[config.mk]
export PLATFORM = sky130hd
export DESIGN_NAME = lut_engine_flat
export DESIGN_NICKNAME = d
export VERILOG_FILES = /design/src/rtl/lut_engine_pkg.sv /design/src/rtl/lut_engine_if.sv /design/src/rtl/lut_engine_table.sv /design/src/rtl/lut_engine.sv /design/src/flat_wrapper.sv
export SDC_FILE = /design/constraint.sdc
export NUM_CORES = 1
export LEC_CHECK = 0
export BUFFER_PORTS_ARGS = -buffer_cell sky130_fd_sc_hd__buf_2
export CAP_MARGIN = 10
export CORE_MARGIN = 2
export CORE_UTILIZATION = 30
export DETAILED_ROUTE_END_ITERATION = 8
export GPL_TIMING_DRIVEN = 0
export HOLD_SLACK_MARGIN = 0.03
export PLACE_DENSITY = 0.48
export SLEW_MARGIN = 20
export SYNTH_ARGS = -nofsm -noshare
export SYNTH_HDL_FRONTEND = slang
export SYNTH_SLANG_ARGS = --single-unit
[constraint.sdc]
create_clock -name clk -period 2.8 [get_ports clk]
set_clock_uncertainty 0.15 [all_clocks]
set_input_delay 0.42 -clock clk [delete_from_list [all_inputs] [get_ports clk]]
set_output_delay 0.42 -clock clk [all_outputs]
set_load 0.01 [all_outputs]
[src/rtl/lut_engine_pkg.sv]
// rtl/lut_engine_pkg.sv - shared types and INIT row extraction for lut_engine
package lut_engine_pkg;

  typedef enum logic {IDLE, RELOAD} state_t;

  // Upper bounds for the generic INIT helper; every instance must fit inside them.
  localparam int MAX_INIT_W = 4096;
  localparam int MAX_OUT_W  = 16;

  // INIT is column-major: bit k of row x sits at INIT[k*2^in_w + x].
  function automatic logic [MAX_OUT_W-1:0] init_row(input logic [MAX_INIT_W-1:0] init,
                                                    input int in_w, input int out_w,
                                                    input int x);
    logic [MAX_OUT_W-1:0]  r;
    logic [MAX_INIT_W-1:0] sh;
    r = '0;
    for (int k = 0; k < out_w; k++) begin
      sh = init >> (k * (1 << in_w) + x);
      r  = r | ({{(MAX_OUT_W-1){1'b0}}, sh[0]} << k);
    end
    return r;
  endfunction

endpackage

[src/rtl/lut_engine_if.sv]
// rtl/lut_engine_if.sv - query stream and row configuration bundle for lut_engine
interface lut_engine_if #(
  parameter int IN_W  = 5,
  parameter int OUT_W = 2
);
  logic             in_valid;
  logic             in_ready;
  logic [IN_W-1:0]  in_x;
  logic             out_valid;
  logic             out_ready;
  logic [OUT_W-1:0] out_y;
  logic             cfg_we;
  logic [IN_W-1:0]  cfg_addr;
  logic [OUT_W-1:0] cfg_data;
  logic             cfg_reload;
  logic             cfg_busy;

  modport master (
    output in_valid, in_x, out_ready, cfg_we, cfg_addr, cfg_data, cfg_reload,
    input  in_ready, out_valid, out_y, cfg_busy
  );

  modport slave (
    input  in_valid, in_x, out_ready, cfg_we, cfg_addr, cfg_data, cfg_reload,
    output in_ready, out_valid, out_y, cfg_busy
  );
endinterface

[src/rtl/lut_engine_table.sv]
// rtl/lut_engine_table.sv - truth-table flop array with INIT reset, one write and one read port
module lut_engine_table
  import lut_engine_pkg::*;
#(
  parameter int IN_W  = 5,
  parameter int OUT_W = 2,
  parameter logic [OUT_W*(2**IN_W)-1:0] INIT = 64'h102e19a7_6af7ceaa
) (
  input  logic             clk,
  input  logic             rst,
  input  logic             we,
  input  logic [IN_W-1:0]  waddr,
  input  logic [OUT_W-1:0] wdata,
  input  logic [IN_W-1:0]  raddr,
  output logic [OUT_W-1:0] rdata
);
  localparam int DEPTH = 1 << IN_W;
  localparam logic [MAX_INIT_W-1:0] INIT_EXT = MAX_INIT_W'(INIT);

  logic [OUT_W-1:0] rows [DEPTH];

  // Rows come up holding INIT straight out of reset; afterwards one row per edge may change.
  always_ff @(posedge clk or posedge rst) begin
    if (rst) begin
      for (int i = 0; i < DEPTH; i++) begin
        rows[i] <= OUT_W'(init_row(INIT_EXT, IN_W, OUT_W, i));
      end
    end else if (we) begin
      rows[waddr] <= wdata;
    end
  end

  // Read is combinational, so a same-edge write is not seen by the query sampled on that edge.
  always_comb begin
    rdata = rows[raddr];
  end

endmodule

[src/rtl/lut_engine.sv]
// rtl/lut_engine.sv - runtime-programmable truth-table evaluator with one-stage query pipeline
module lut_engine
  import lut_engine_pkg::*;
#(
  parameter int IN_W  = 5,
  parameter int OUT_W = 2,
  parameter logic [OUT_W*(2**IN_W)-1:0] INIT = 64'h102e19a7_6af7ceaa
) (
  input  logic          clk,
  input  logic          rst,
  lut_engine_if.slave   bus
);
  localparam logic [MAX_INIT_W-1:0] INIT_EXT = MAX_INIT_W'(INIT);

  state_t           state, state_nxt;
  logic [IN_W-1:0]  cnt;
  logic             out_valid_q;
  logic [OUT_W-1:0] out_y_q;
  logic             busy_q;
  logic             accept;
  logic             tbl_we;
  logic [IN_W-1:0]  tbl_waddr;
  logic [OUT_W-1:0] tbl_wdata;
  logic [OUT_W-1:0] tbl_rdata;

  assign bus.in_ready  = (state == IDLE) && (!out_valid_q || bus.out_ready);
  assign bus.out_valid = out_valid_q;
  assign bus.out_y     = out_y_q;
  assign bus.cfg_busy  = busy_q;
  assign accept        = bus.in_valid && bus.in_ready;

  // State register and busy flag; busy mirrors the next state so it is a clean flop output.
  always_ff @(posedge clk or posedge rst) begin
    if (rst) begin
      state  <= IDLE;
      busy_q <= 1'b0;
    end else begin
      state  <= state_nxt;
      busy_q <= (state_nxt == RELOAD);
    end
  end

  // Reload starts on cfg_reload and ends when the row counter wraps after the last row.
  always_comb begin
    state_nxt = state;
    case (state)
      IDLE:    if (bus.cfg_reload) state_nxt = RELOAD;
      RELOAD:  if (cnt == {IN_W{1'b1}}) state_nxt = IDLE;
      default: state_nxt = IDLE;
    endcase
  end

  // Row counter sits at 0 in IDLE so a reload always begins at row 0, and wraps to 0 on exit.
  always_ff @(posedge clk or posedge rst) begin
    if (rst) begin
      cnt <= '0;
    end else if (state == RELOAD) begin
      cnt <= cnt + 1'b1;
    end else begin
      cnt <= '0;
    end
  end

  // Single table write port: reload owns it in RELOAD, cfg writes own it in IDLE.
  always_comb begin
    tbl_we    = 1'b0;
    tbl_waddr = bus.cfg_addr;
    tbl_wdata = bus.cfg_data;
    if (state == RELOAD) begin
      tbl_we    = 1'b1;
      tbl_waddr = cnt;
      tbl_wdata = OUT_W'(init_row(INIT_EXT, IN_W, OUT_W, int'(cnt)));
    end else if (bus.cfg_we) begin
      tbl_we    = 1'b1;
    end
  end

  lut_engine_table #(
    .IN_W  (IN_W),
    .OUT_W (OUT_W),
    .INIT  (INIT)
  ) u_table (
    .clk   (clk),
    .rst   (rst),
    .we    (tbl_we),
    .waddr (tbl_waddr),
    .wdata (tbl_wdata),
    .raddr (bus.in_x),
    .rdata (tbl_rdata)
  );

  // Output register: load on acceptance, clear once drained, hold while the sink stalls.
  always_ff @(posedge clk or posedge rst) begin
    if (rst) begin
      out_valid_q <= 1'b0;
      out_y_q     <= '0;
    end else if (accept) begin
      out_valid_q <= 1'b1;
      out_y_q     <= tbl_rdata;
    end else if (bus.out_ready) begin
      out_valid_q <= 1'b0;
    end
  end

endmodule

[src/flat_wrapper.sv]
// flat-port wrapper written by rule: the top's interface ports become plain ports
module lut_engine_flat import lut_engine_pkg::*;
#(
  parameter int IN_W  = 5,
  parameter int OUT_W = 2,
  parameter logic [OUT_W*(2**IN_W)-1:0] INIT = 64'h102e19a7_6af7ceaa
)
  (clk, rst, bus_in_valid, bus_in_x, bus_out_ready, bus_cfg_we, bus_cfg_addr, bus_cfg_data, bus_cfg_reload, bus_in_ready, bus_out_valid, bus_out_y, bus_cfg_busy);
  lut_engine_if #(.IN_W(IN_W), .OUT_W(OUT_W)) bus_i ();
  input  logic clk;
  input  logic rst;
  input wire logic [$bits(bus_i.in_valid)-1:0] bus_in_valid;
  input wire logic [$bits(bus_i.in_x)-1:0] bus_in_x;
  input wire logic [$bits(bus_i.out_ready)-1:0] bus_out_ready;
  input wire logic [$bits(bus_i.cfg_we)-1:0] bus_cfg_we;
  input wire logic [$bits(bus_i.cfg_addr)-1:0] bus_cfg_addr;
  input wire logic [$bits(bus_i.cfg_data)-1:0] bus_cfg_data;
  input wire logic [$bits(bus_i.cfg_reload)-1:0] bus_cfg_reload;
  output wire logic [$bits(bus_i.in_ready)-1:0] bus_in_ready;
  output wire logic [$bits(bus_i.out_valid)-1:0] bus_out_valid;
  output wire logic [$bits(bus_i.out_y)-1:0] bus_out_y;
  output wire logic [$bits(bus_i.cfg_busy)-1:0] bus_cfg_busy;
  assign bus_i.in_valid = bus_in_valid;
  assign bus_i.in_x = bus_in_x;
  assign bus_i.out_ready = bus_out_ready;
  assign bus_i.cfg_we = bus_cfg_we;
  assign bus_i.cfg_addr = bus_cfg_addr;
  assign bus_i.cfg_data = bus_cfg_data;
  assign bus_i.cfg_reload = bus_cfg_reload;
  assign bus_in_ready = bus_i.in_ready;
  assign bus_out_valid = bus_i.out_valid;
  assign bus_out_y = bus_i.out_y;
  assign bus_cfg_busy = bus_i.cfg_busy;
  lut_engine #(.IN_W(IN_W), .OUT_W(OUT_W), .INIT(INIT)) u_core (.clk(clk), .rst(rst), .bus(bus_i));
endmodule
==> results of run 1 <==
## power by group through the flow
stage                     Combinational [W]  Sequential [W]  Clock [W]
final                               0.00209         0.00166    0.00118
after global routing                0.00226         0.00171    0.00125
after CTS                           0.00212         0.00166    0.00121
after detailed placement            0.00211         0.00168          0
after global placement              0.00209         0.00167          0
after floorplan                     0.00156         0.00161          0
## metal layers
layer / up-vias / wire length, microns / global-route usage, % / share of wire (%)
met5: - / 0 / 0 / 0
met4: 0 / 158 / 4.33 / 1.5
met3: 14 / 319 / 4.11 / 3.1
met2: 35 / 4770 / 24.0 / 46
met1: 1364 / 5120 / 20.7 / 49
li1: 1260 / - / - / -
## synth_stat cells (6+ instances only)
master and instances:
mux4_2 6, inv_1 8, buf_4 7, dfrtp_1 40
nand3_1 11, mux2_4 32, mux2_1 10, nor2_1 20
buf_6 6, dfstp_2 33, mux2_2 23, mux2i_1 24
nand2_2 7, nand2_1 25
## worst paths after layout
check	from	endpoint	slack, ns
hold reg to reg	u_core.bus.out_y[0]	u_core.bus.out_y[0]	0.32
hold / removal	bus_out_ready	u_core.bus.out_valid	0.13
setup / recovery	u_core.cnt[1]	u_core.u_table.rows[33]	0.32
min in group asynchronous	rst	u_core.u_table.rows[1]	0.44
setup reg to reg	u_core.cnt[1]	u_core.u_table.rows[33]	0.32
max in group asynchronous	rst	u_core.u_table.rows[30]	1.44
## area by class of cell
type | count | area, sq um | area share [%]
clock inverter | 3 | 20.0 | 0.406
tap | 180 | 225 | 4.57
sequential | 73 | 1870 | 37.9
timing repair buffer | 22 | 138 | 2.79
multi-input combinational | 235 | 2200 | 44.7
inverter | 8 | 32.5 | 0.660
buffer | 17 | 150 | 3.05
clock buffer | 13 | 292 | 5.91
## sequential cells by signal (all words and copies together) (netlist names)
register              flops
u_core.bus.out_valid      1
u_core.state              1
u_core.bus.out_y          2
u_core.u_table.rows      64
u_core.cnt                5
## layout by cell type, fill, tap and decap left out, drive strengths merged, types with 2 or more instances in the layout
| cell | n |
|---|---|
| nor2 | 27 |
| o31ai | 2 |
| and3 | 2 |
| a211oi | 4 |
| mux2i | 24 |
| clkinvlp | 2 |
| nand2b | 3 |
| xnor2 | 2 |
| mux2 | 65 |
| ha | 5 |
| nor3 | 3 |
| or2 | 2 |
| a22oi | 7 |
| buf | 38 |
| o21ai | 6 |
| a21oi | 3 |
| a31oi | 4 |
| and2b | 3 |
| nand3 | 11 |
| inv | 8 |
| dfrtp | 40 |
| nor2b | 4 |
| a41oi | 2 |
| nand2 | 32 |
| clkbuf | 13 |
| o21a | 3 |
| dfstp | 33 |
| nand3b | 2 |
| mux4 | 6 |
| and2 | 3 |
## kinds of logic (layout without fill, tap and decap cells)
group,Yosys count,after routing,synth area share [%]
xor gates and xnor gates,2,2,0.412
buffers and inverters,25,63,4.24
muxes,95,95,28.9
DFF,73,73,43.9
and+or+nand+nor,94,94,12.3
AOI/OAI and AO/OA,39,39,8.77
adders and majority gates,5,5,1.47
## stage by stage
step | cells | hold WS, ns | worst slack [ns]
2_1_floorplan | 333 | 0.308 | 0.431
3_3_place_gp | 533 | 0.310 | -0.615
3_5_place_dp | 534 | 0.261 | 0.316
4_1_cts | 551 | 0.121 | 0.309
5_1_grt | 551 | 0.157 | 0.152
6_report | 551 | 0.133 | 0.323
==> results.yml, run 1 <==
critical_path:
  cp_data_required_time_ns: 2.93
  cpPeakStageDelay_ns: 0.55
  cp-start-kind: "flip-flop"
  crit_family: "flip-flops"
  crit_slowest_cell: "dfrtp_1"
  end_kind: "flip-flop"
  critPathMostFrequentCell: "mux2i_1"
  crit_arrival_ns: 2.60
  cp.depth: 8
  worst-setup-path-type: "flip-flop to flip-flop"
  critPathBufInv: 2
  worstPathMaxFanout: 10
  worst_r2r_path_depth: 8
  crit_chain: "inv_1, ha_1, mux2i_1, mux2i_1, or2_1, a31oi_4, buf_4, mux2_2"
power_and_ir_drop:
  cell_internal_pwr_w: 0.00312
  pwr-share-clk_pct: 23.9
  max-vdd-ir-drop_uv: 514
  power_w: 0.00493
  seq_power_share_pct: 33.7
  cellPowerDensity_nw_per_um2: 999
  combPwrFrac_pct: 42.4
  p_sw_share_pct: 36.6
  cellLeakagePower_nw: 2.16
  p_switching_w: 0.00180
detailed_routing:
  drt_iter0_drc: 116
  wl_per_cell_microns: 18.8
  vias_per_cell: 4.85
  wirelength_microns: 10400
  drt_first_pass_iters: 4
  ant_nets: 0
  dr_total_vias: 2673
  drcViolationCount: 0
finish:
  n_antenna_cell: 0
  fill_cells: 1389
  design_area_sq_um: 4930
  areaGrowthSynthToFinish_pct: 15.9
  nNetsFinal: 389
  drive_above_1_share_pct: 48.8
  final_util_pct: 35.5
clock_tree:
  htreeDepth: 3
  worstSkewPairLatency_ns: 0.35
  cts_setup_buffers: 0
  path_clk_slew_ns: 0.06
  cts_max_path_buffers: 2
  root_buffer: "clkbuf_16"
  cts_buffers: 9
  tritoncts: "built"
  ctsResizeCount: 0
  hold_buffers: 1
  clock-sinks: 73
outcome:
  outcome: "complete, no violations"
logic_synthesis:
  synth_cells: 333
  synth_edf_count: 0
  synth_ff_type: "dfrtp_1"
  synthArstFlopShare_pct: 100
  yosys_register_bits: 73
  synthDistinctLibCells: 55
  synth_largest_area_cell: "dfrtp_1"
  synth_warnings: 0
  synth-seq-area-share_pct: 43.9
  synth_area_leaders: "dfrtp_1 24%, dfstp_2 20%, mux2_4 11%"
  synth.avg_cell_area_sq_um: 12.8
  synth_fp_nets: 356
  yosys.area.top_type_share_pct: 23.5
  syn-cell-area_sq_um: 4250
timing:
  rsz0062_at_grt: "false"
  worstMarginPinSlew_ns: 0.608
  period_needed_ns: 2.48
  setup_viol: 0
  hold_viol_final: 0
  fin_tns_setup_ns: 0
  max-slew-margin-rel_pct: 58.3
  max_freq_ghz: 0.404
  min_period_over_period_pct: 88.5
  slew_violations: 0
run:
  cap_violations: 0
placed_design:
  placed_cell_area_sq_um: 4610
  gp_congestion: 0.748
  portBuffers: 20
  hpwl_microns: 7660
die:
  die_width_microns: 123
  num_rows: 43
  dieArea_sq_um: 15100
  io_pins: 23
  initial_core_util_pct: 30.6
  die_h_microns: 123
  core-area_sq_um: 13900
worst_hold_path:
  worstHoldPathType: "input pin to flip-flop"
  holdPathStages: 2
global_routing:
  grt_pass1_wl_microns: 16700
  grt.total_usage_pct: 15.3
  grt_pass1_vias: 2882
  grt_max_degree: 53
  overflow: 0
  antenna_found_initial: 0
(Power assumes the default switching activity.)
==> run 2: changes to the inputs <==
--- a/config.mk
+++ b/config.mk
@@ -7,7 +7,6 @@
 export LEC_CHECK = 0
 export BUFFER_PORTS_ARGS = -buffer_cell sky130_fd_sc_hd__buf_2
 export CAP_MARGIN = 10
-export CORE_MARGIN = 2
 export CORE_UTILIZATION = 30
 export DETAILED_ROUTE_END_ITERATION = 8
 export GPL_TIMING_DRIVEN = 0
==> run 2 against run 1 <==
Net effect:
- via count decreased by 0.37%
- final cell count unchanged
- hold slack improved by 0.0017 ns
- total power increased by 4.8%
- maximum frequency increased by 1.3%
- clock-buffer cell count decreased by 4
==> results.yml, run 2 (same netlist as run 1, synthesis figures left out) <==
outcome:
  outcome: "complete, no violations"
critical_path:
  reg2reg_from: "u_core.cnt[1]"
  worstPathMaxFanout: 10
  cp-start-kind: "flip-flop"
  r2r_slack_ns: 0.35
  worst-setup-path-type: "flip-flop to flip-flop"
  end_kind: "flip-flop"
  cp_data_required_time_ns: 2.93
  crit_arrival_ns: 2.58
  worst_r2r_path_depth: 8
  rr_endpoint: "u_core.u_table.rows[35]"
clock_tree:
  ctsResizeCount: 0
  cts_setup_buffers: 0
  htreeDepth: 3
  worstSkewPairLatency_ns: 0.34
  path_clk_slew_ns: 0.06
  cts_buffers: 9
  tritoncts: "built"
  cts_max_path_buffers: 2
  clock-sinks: 73
  hold_buffers: 1
  root_buffer: "clkbuf_16"
detailed_routing:
  drt_first_pass_iters: 4
  drt_iter0_drc: 87
  wl_per_cell_microns: 19.2
  dr_total_vias: 2663
  drcViolationCount: 0
  wirelength_microns: 10600
  vias_per_cell: 4.83
  ant_nets: 0
placed_design:
  gp_congestion: 0.743
  post-place-ws_ns: 0.346
  hpwl_microns: 7730
  portBuffers: 20
  placedCellCount: 534
worst_hold_path:
  holdPathStages: 2
  min_to: "u_core.bus.out_valid"
  worstHoldPathType: "input pin to flip-flop"
  min_from: "bus_out_ready"
power_and_ir_drop:
  combPwrFrac_pct: 40.1
  cell_internal_pwr_w: 0.00336
  power_w: 0.00516
  p_switching_w: 0.00180
  p_sw_share_pct: 34.9
  pwr-share-clk_pct: 27.7
  max-vdd-ir-drop_uv: 511
  seq_power_share_pct: 32.2
  cellPowerDensity_nw_per_um2: 1040
  cellLeakagePower_nw: 2.19
timing:
  setup_viol: 0
  period_needed_ns: 2.45
  rsz0062_at_grt: "false"
  fin_ws_ns: 0.355
  hold_viol_final: 0
  min_period_over_period_pct: 87.3
  slew_violations: 0
  max_freq_ghz: 0.409
  worstMarginPinSlew_ns: 0.572
  fin_tns_setup_ns: 0
  max-slew-margin-rel_pct: 60.8
global_routing:
  overflow: 0
  grt_pass1_vias: 2909
  grt_pass1_wl_microns: 16900
  grt_max_degree: 54
  grt.total_usage_pct: 16.1
  antenna_found_initial: 0
run:
  cap_violations: 0
die:
  num_rows: 43
  die_h_microns: 121
  core-area_sq_um: 13900
  dieArea_sq_um: 14700
  initial_core_util_pct: 30.6
  die_width_microns: 121
  io_pins: 23
finish:
  layout_common_cells: "40 x dfrtp_1, 33 x dfstp_2, 32 x mux2_4, 25 x nand2_1, 24 x mux2i_1"
  nNetsFinal: 389
  n_antenna_cell: 0
  final_cells: 551
  largest_reg_flops: 64
  areaGrowthSynthToFinish_pct: 17.2
  layout_commonest_cell: "dfrtp_1"
  drive_above_1_share_pct: 48.8
  largest_register: "u_core.u_table.rows"
[run 2: worst max-delay path, cell delays in order, from the launching register on]
cell and delay, ns:
dfrtp_1 0.55, inv_1 0.15, ha_1 0.34, mux2i_1 0.15
mux2i_1 0.08, or2_1 0.24, a31oi_4 0.29, buf_4 0.26
mux2_2 0.17
[run 2: worst max path at each step]
stage                     slack (ns)          start  cells after the start                 endpoint
after floorplan                 0.43            rst                      1     u_core.bus.out_valid
after global placement         -0.66            rst                      2  u_core.u_table.rows[31]
after detailed placement        0.35  u_core.cnt[1]                      8  u_core.u_table.rows[11]
after CTS                       0.33  u_core.cnt[1]                      8  u_core.u_table.rows[35]
after global routing            0.22  u_core.cnt[1]                      8  u_core.u_table.rows[19]
final                           0.35  u_core.cnt[1]                      8  u_core.u_table.rows[35]
[run 2: final cells by class]
class / instances / area [sq um]
fillers: 1393 / 8900
multi-input cells: 235 / 2200
flip-flops and latches: 73 / 1870
clock buffers: 9 / 225
well taps: 180 / 225
plain buffers: 17 / 150
clock inverters: 7 / 141
repair buffers: 22 / 138
inverters: 8 / 32.5
[run 2: stage by stage]
stage	instance area (sq um)	utilization (%)	hold WS, ns
after CTS	4980	35.9	0.131
after detailed placement	4610	33.2	0.257
after floorplan	4250	-	0.308
final	4980	35.9	0.135
after global routing	4980	35.9	0.151
after global placement	4580	33.0	0.313
[run 2: power groups by stage]
stage               logic, W  registers [W]  clock network (W)
finish               0.00207        0.00166            0.00143
global route         0.00224        0.00171            0.00151
CTS                  0.00212        0.00167            0.00147
detailed placement   0.00211        0.00168                  0
global placement     0.00210        0.00167                  0
floorplan            0.00156        0.00161                  0
[run 2: metal layers]
layer	global-route usage, %	routed length, microns	part of all wire, %	vias up
met4	4.71	147	1.4	0
met3	4.09	384	3.6	11
met2	25.6	5010	47	49
met1	21.4	5050	48	1343
met5	0	0	0	-
li1	-	-	-	1260
